$ cat src/rtl/tdm_demux4_if.sv
// Serial TDM link bundle: serial bit/sync input plus parallel channel outputs and status.
interface tdm_demux4_if #(
   parameter int unsigned SLOT_W = 8
);
   logic              en;
   logic              din;
   logic              fs;
   logic [SLOT_W-1:0] ch0;
   logic [SLOT_W-1:0] ch1;
   logic [SLOT_W-1:0] ch2;
   logic [SLOT_W-1:0] ch3;
   logic              frame_valid;
   logic              locked;
   logic              sync_err;

   // Drives the serial stream and observes decoded channels.
   modport master (
      output en, din, fs,
      input  ch0, ch1, ch2, ch3, frame_valid, locked, sync_err
   );

   // The demultiplexer itself.
   modport slave (
      input  en, din, fs,
      output ch0, ch1, ch2, ch3, frame_valid, locked, sync_err
   );
endinterface

$ cat src/rtl/tdm_demux4.sv
// Four-channel TDM demultiplexer: hunts for frame sync, shifts in four MSB-first slots
// and presents them as registered parallel words with a one-cycle frame strobe.
module tdm_demux4 #(
   parameter int unsigned SLOT_W = 8
) (
   input logic         clk,
   input logic         rst_n,
   tdm_demux4_if.slave bus
);

   localparam int unsigned FrameLen = 4 * SLOT_W;
   localparam int unsigned CntW     = $clog2(FrameLen);
   localparam logic [CntW-1:0] LastCnt = CntW'(FrameLen - 1);

   typedef enum logic [0:0] {StHunt, StRecv} state_e;

   state_e              state_q, state_d;
   logic [CntW-1:0]     cnt_q, cnt_d;
   logic [FrameLen-1:0] sr_q, sr_d;
   logic [FrameLen-1:0] sr_shift;
   logic [SLOT_W-1:0]   ch0_q, ch1_q, ch2_q, ch3_q;
   logic                frame_valid_q, sync_err_q;
   logic                frame_load, frame_err, locked;

   // Incoming bit appended at the LSB end; frame bit 0 ends up in the MSB.
   assign sr_shift = {sr_q[FrameLen-2:0], bus.din};

   // State, bit counter and shift register; frozen on en=0 cycles.
   always_ff @(posedge clk or negedge rst_n) begin
      if (!rst_n) begin
         state_q <= StHunt;
         cnt_q   <= '0;
         sr_q    <= '0;
      end else begin
         state_q <= state_d;
         cnt_q   <= cnt_d;
         sr_q    <= sr_d;
      end
   end

   // Next-state: frame acquisition, bit counting and resync on misplaced fs.
   always_comb begin
      state_d = state_q;
      cnt_d   = cnt_q;
      sr_d    = sr_q;
      if (bus.en) begin
         unique case (state_q)
            StHunt: begin
               if (bus.fs) begin
                  state_d = StRecv;
                  cnt_d   = CntW'(1);
                  sr_d    = sr_shift;
               end
            end
            StRecv: begin
               if (bus.fs) begin
                  // Normal frame start or misplaced sync: either way this is bit 0.
                  cnt_d = CntW'(1);
                  sr_d  = sr_shift;
               end else if (cnt_q == '0) begin
                  state_d = StHunt;
               end else begin
                  sr_d  = sr_shift;
                  cnt_d = (cnt_q == LastCnt) ? '0 : cnt_q + CntW'(1);
               end
            end
            default: state_d = StHunt;
         endcase
      end
   end

   // Output decode: frame completion, alignment violation and lock indication.
   always_comb begin
      locked     = (state_q == StRecv);
      frame_load = bus.en && locked && !bus.fs && (cnt_q == LastCnt);
      frame_err  = bus.en && locked && (bus.fs ? (cnt_q != '0) : (cnt_q == '0));
   end

   // Registered channel words and one-cycle status pulses.
   always_ff @(posedge clk or negedge rst_n) begin
      if (!rst_n) begin
         ch0_q         <= '0;
         ch1_q         <= '0;
         ch2_q         <= '0;
         ch3_q         <= '0;
         frame_valid_q <= 1'b0;
         sync_err_q    <= 1'b0;
      end else begin
         frame_valid_q <= frame_load;
         sync_err_q    <= frame_err;
         if (frame_load) begin
            ch0_q <= sr_shift[4*SLOT_W-1 -: SLOT_W];
            ch1_q <= sr_shift[3*SLOT_W-1 -: SLOT_W];
            ch2_q <= sr_shift[2*SLOT_W-1 -: SLOT_W];
            ch3_q <= sr_shift[SLOT_W-1 -: SLOT_W];
         end
      end
   end

   assign bus.ch0         = ch0_q;
   assign bus.ch1         = ch1_q;
   assign bus.ch2         = ch2_q;
   assign bus.ch3         = ch3_q;
   assign bus.frame_valid = frame_valid_q;
   assign bus.sync_err    = sync_err_q;
   assign bus.locked      = locked;

endmodule

$ cat src/flat_wrapper.sv
// flat-port wrapper written by rule: the top's interface ports become plain ports
module tdm_demux4_flat 
#(
   parameter int unsigned SLOT_W = 8
)
  (clk, rst_n, bus_en, bus_din, bus_fs, bus_ch0, bus_ch1, bus_ch2, bus_ch3, bus_frame_valid, bus_locked, bus_sync_err);
  tdm_demux4_if #(.SLOT_W(SLOT_W)) bus_i ();
  input logic clk;
  input logic rst_n;
  input wire logic [$bits(bus_i.en)-1:0] bus_en;
  input wire logic [$bits(bus_i.din)-1:0] bus_din;
  input wire logic [$bits(bus_i.fs)-1:0] bus_fs;
  output wire logic [$bits(bus_i.ch0)-1:0] bus_ch0;
  output wire logic [$bits(bus_i.ch1)-1:0] bus_ch1;
  output wire logic [$bits(bus_i.ch2)-1:0] bus_ch2;
  output wire logic [$bits(bus_i.ch3)-1:0] bus_ch3;
  output wire logic [$bits(bus_i.frame_valid)-1:0] bus_frame_valid;
  output wire logic [$bits(bus_i.locked)-1:0] bus_locked;
  output wire logic [$bits(bus_i.sync_err)-1:0] bus_sync_err;
  assign bus_i.en = bus_en;
  assign bus_i.din = bus_din;
  assign bus_i.fs = bus_fs;
  assign bus_ch0 = bus_i.ch0;
  assign bus_ch1 = bus_i.ch1;
  assign bus_ch2 = bus_i.ch2;
  assign bus_ch3 = bus_i.ch3;
  assign bus_frame_valid = bus_i.frame_valid;
  assign bus_locked = bus_i.locked;
  assign bus_sync_err = bus_i.sync_err;
  tdm_demux4 #(.SLOT_W(SLOT_W)) u_core (.clk(clk), .rst_n(rst_n), .bus(bus_i));
endmodule
$ cat config.mk
export PLATFORM = sky130hd
export DESIGN_NAME = tdm_demux4_flat
export DESIGN_NICKNAME = d
export VERILOG_FILES = /design/src/rtl/tdm_demux4_if.sv /design/src/rtl/tdm_demux4.sv /design/src/flat_wrapper.sv
export SDC_FILE = /design/constraint.sdc
export NUM_CORES = 1
export LEC_CHECK = 0
export CAP_MARGIN = 25
export CORE_MARGIN = 3
export CORE_UTILIZATION = 61
export CTS_BUF_LIST = sky130_fd_sc_hd__clkbuf_8
export DETAILED_ROUTE_END_ITERATION = 10
export PLACE_DENSITY = 0.88
export SYNTH_ARGS = -nofsm -noshare
export SYNTH_HDL_FRONTEND = slang
export SYNTH_SLANG_ARGS = --single-unit
$ cat constraint.sdc
create_clock -name clk -period 3.9 [get_ports clk]
set_clock_uncertainty 0.15 [all_clocks]
set_input_delay 0.585 -clock clk [delete_from_list [all_inputs] [get_ports clk]]
set_output_delay 0.585 -clock clk [all_outputs]
set_load 0.01 [all_outputs]
# After elaboration in Yosys (flattened, before gate mapping)
# Index checks and enable logic that the tools add are counted.
classes:
  add_sub_neg: 1
  eq_ne: 3
  n_mux: 14
  bitwise_logic: 1
  n_reduce_logical: 8
op_table:
  columns: ["cell", "count"]
  rows:
  - ["two-way mux 31 bit", 3]
  - ["one-hot mux 31 bit (2 select lines)", 1]
  - ["two-way mux 5 bit", 4]
  - ["one-hot mux 5 bit (2 select lines)", 1]
  - ["adder 5 x 1 -> 5 bit (second input constant)", 1]
  - ["equality test 5 bit (second input constant)", 1]
  - ["zero test 5 bit", 1]
  - ["nonzero test 5 bit", 1]
  - ["logical AND 1 bit", 4]
  - ["two-way mux 1 bit", 4]
  - ["inequality test 3 bit (second input constant)", 1]
  - ["AND reduction 3 bit", 1]
  - ["inequality test 2 bit (second input constant)", 1]
  - ["one-hot mux 1 bit (2 select lines)", 1]
  - ["zero test 1 bit", 1]
  - ["NOT 1 bit", 1]
totals:
  register_bits: 71
  input_bits: 5
  output_inout_bits: 35

# Logic depth before layout (Yosys ltp)
logic_depth:
  ltp_word: 5
  ltp_mapped: 9
  mapped_depth_nobuf: 7

# Worst setup path after synthesis
# No wires, ideal clock.
synth_timing:
  path_type: "register to register"
  from: "reg u_core.cnt_q[0]"
  to: "reg u_core.cnt_q[0]"
  setup_ns: 0.125
  arrival_time_ns: 1.780
  t_required_ns: 3.625
  path_slack_ns: 1.845
  stages_incl_launch_ff: 10
  path_buffers: 2
  period_less_slack_ns: 2.055
  path_cell_list: "dfrtp_1 inv_1 ha_1 nor4b_1 ha_1 nor2b_2 o21a_1 buf_6 buf_6 mux2_4"
synth_via:
  elab_chain_len: 5
synth_rtl:
  columns: ["element", "line_no", "source"]
  rows:
  - ["start, declared", "tdm_demux4.sv:18", "logic [CntW-1:0] cnt_q, cnt_d;"]
  - ["start signal, assigned", "tdm_demux4.sv:36", "cnt_q <= cnt_d;"]
  - ["adder 5 x 1 -> 5 bit or equality test 5 bit (tied branches)", "tdm_demux4.sv:64", "cnt_d = (cnt_q == LastCnt) ? '0 : cnt_q + CntW'(1);"]
  - ["two-way mux 5 bit", "tdm_demux4.sv:64", null]
  - ["two-way mux 5 bit", "tdm_demux4.sv:60", "end else if (cnt_q == '0) begin"]
  - ["two-way mux 5 bit", "tdm_demux4.sv:56", "if (bus.fs) begin"]
  - ["one-hot mux 5 bit (2 select lines)", "tdm_demux4.sv:47", "unique case (state_q)"]
# Several ways; a longest one is shown, not always the timed one. The select of a mux whose other input is x is not followed.
# A chain may end at the register's enable or synchronous reset.

# Worst setup path in the final report
layout_timing:
  from: "in bus_fs"
  to: "reg u_core.cnt_q[4]"
layout_via:
  elab_chain_len: 2
layout_rtl:
  columns: ["element", "line_no", "source"]
  rows:
  - ["start, declared", "flat_wrapper.sv:12", "input wire logic [$bits(bus_i.fs)-1:0] bus_fs;"]
  - ["inequality test 3 bit (no line), or another cell as far along", null, null]
  - ["AND reduction 3 bit (no line) or one-hot mux 5 bit (2 select lines) (tied branches)", null, null]
# Several ways; a longest one is shown, not always the timed one.

==> metrics.yaml <==
hold_viol_final: 0
grt_pass1_vias: 1716
power_leakage_nw: 1.800
hold_ws_ps: 184.6
dp_cells: 264
rsz0062_at_grt: "false"
cts_tree: "built"
ir_worst_vdd_mv: 0.3377
path_max_fanout: 19
fin_tns_setup_ps: 0
antenna_found_initial: 0
slew_headroom: 0.4293
reg2reg_from: "u_core.cnt_q[0]"
area_delta_synth_final_pct: 21.98
synth_cells: 177
crit_path_start_kind: "primary input"
ant_nets: 0
worstSetupPathType: "primary input to flip-flop"
cts_buffers: 9
max_freq_mhz: 369.3
layout-drive-gt1-share: 0.2456
io_pins: 40
cap_violations: 0
floorplan.die_area_mm2: 0.005623
worst_pin_slew_ps: 855.1
cp_data_required_time_ps: 4000
cp-end-kind: "flip-flop"
ctsResizeCount: 0
finalCritPeriodShare: 0.6943
drtIter0Drc: 71
yosysSeqAreaShare: 0.6121
htreeDepth: 3
hpwlAfterDp_mm: 3.379
p_per_area_mw_per_mm2: 557.9
drt-pass1-iter-count: 4
fp-row-count: 24
drc: 0
synth_cell_types: 23
syn_avg_cell_area_um2: 16.40
finalNonFillerCells: 280
synth_area_mm2: 0.002903
cts.reportedPaths.clkPinSlew_ps: 70
maxSlewViolCount: 0
wl_per_cell_um: 18.31
grt_max_degree: 38
post_cts_buffers: 0
setup_viol: 0
fin_crit_ps: 2708
cts.path.max_buffers: 2
syn-num-nets: 186
outcome: "complete, no violations"
insertion_delay_ps: 340
yosysWarnings: 0
finalWirelength_mm: 5.126
portBuffers: 39
die_x_um: 74.99
n_antenna_cell: 0
cp.arrival_ps: 2810
final_util: 0.7914
start_util: 0.6488
core-area_mm2: 0.004474
ys_ff_latch: 71
grt_first_pass_wirelength_mm: 8.652
ctsHoldBuffers: 0
globalRouteTotalUtil: 0.2124
critPathLaunch: "bus_fs"
hold_class: "primary input to asynchronous set/reset pin"
gr-total-overflow: 0
num_vias: 1553
routed_via_density: 5.546
clock-sinks: 71
clock_tree.root_cell: "clkbuf_8"
layout.nets: 232
place.gp.congestion: 0.7894
die_h_um: 74.99
==> Yosys cell counts <==
cell type,instances,area share
nor2_1,1,0.0013
and2b_1,1,0.0026
a32o_1,2,0.0069
nor4b_1,1,0.0030
nand3_2,1,0.0034
nand2_1,3,0.0039
o21ai_0,3,0.0052
dfrtp_1,71,0.61
nor2b_2,1,0.0030
nor3_1,1,0.0017
o21a_1,1,0.0026
mux2_4,26,0.13
nor2b_1,3,0.0065
buf_6,4,0.016
inv_1,6,0.0078
o221ai_1,2,0.0060
mux2_1,29,0.11
ha_1,4,0.017
buf_2,3,0.0052
mux2_2,9,0.035
and3_1,2,0.0043
mux2i_1,2,0.0069
or3b_1,1,0.0030
==> cells by family (layout without fill, tap and decap cells) <==
group           after synthesis  count (layout)  share of synthesized area
buf+inv                      13              64                    0.02845
fa+ha+maj                     4               4                    0.01724
mux                          66              66                     0.2888
flops                        71              71                     0.6121
simple gates                 15              15                    0.03276
compound gates                8               8                    0.02069
==> sequential cells by signal, indices dropped and copies added, names as in the netlist <==
name                    cells
u_core.bus.ch0              8
u_core.bus.ch1              8
u_core.bus.ch2              8
u_core.bus.ch3              8
u_core.bus.frame_valid      1
u_core.bus.locked           1
u_core.bus.sync_err         1
u_core.cnt_q                5
u_core.sr_q                31
==> report_power, final <==
part / internal [mW] / switching (mW)
Clock: 0.390 / 0.255
Combinational: 0.226 / 0.133
Sequential: 0.853 / 0.119
Total: 1.47 / 0.507
==> worst max-delay path: stages <==
cell and delay, ps:
clkdlybuf4s50_1 530, inv_1 60, ha_1 200, nor2b_2 200, o21a_2 420, buf_4 400, buf_4 210, mux2i_1 180
==> per-stage QoR <==
stage | setup slack, ps | power (mW) | instance area [um2]
floorplan | 1845 | 1.228 | 2903
global placement | 1014 | 1.293 | 3317
detailed placement | 879.1 | 1.333 | 3317
CTS | 1231 | 1.989 | 3541
global route | 1063 | 2.059 | 3541
finish | 1192 | 1.976 | 3541
==> cell type report <==
class,count,area [um2]
Clock buffer,11,151.4
Sequential cell,71,1777
Multi-Input combinational cell,93,1045
Fill cell,242,933.4
Clock inverter,5,72.57
Inverter,6,22.52
Tap cell,52,65.06
Timing Repair Buffer,42,407.9
==> metal layers <==
metal	routed length (um)	vias up	global-route usage
li1	-	711	-
met1	2265	783	0.2685
met2	2586	48	0.3424
met3	174	11	0.04940
met4	99	0	0.1107
met5	0	-	0
==> final timing paths <==
path                                     end  slack, ps  depth (start not counted)
max in group asynchronous    u_core.sr_q[21]       2490                          2
min in group clk           u_core.bus.ch1[7]        340                          1
hold / removal             u_core.bus.ch0[4]        180                          1
setup / recovery             u_core.cnt_q[4]       1190                          8
hold reg to reg            u_core.bus.ch1[7]        340                          1
setup reg to reg             u_core.cnt_q[4]       1220                          9
==> placed cells by master (no fill, tap or decap), types with 3 or more instances in the layout <==
cell type        instances
mux2_1                  29
dfrtp_1                 71
inv_1                    8
nor2b_1                  3
nand2_1                  3
clkdlybuf4s50_1         38
mux2_4                  26
mux2_2                   9
buf_4                    3
clkbuf_8                11
o21ai_0                  3
ha_1                     4
Note: power is estimated with default switching activity, not from simulation.
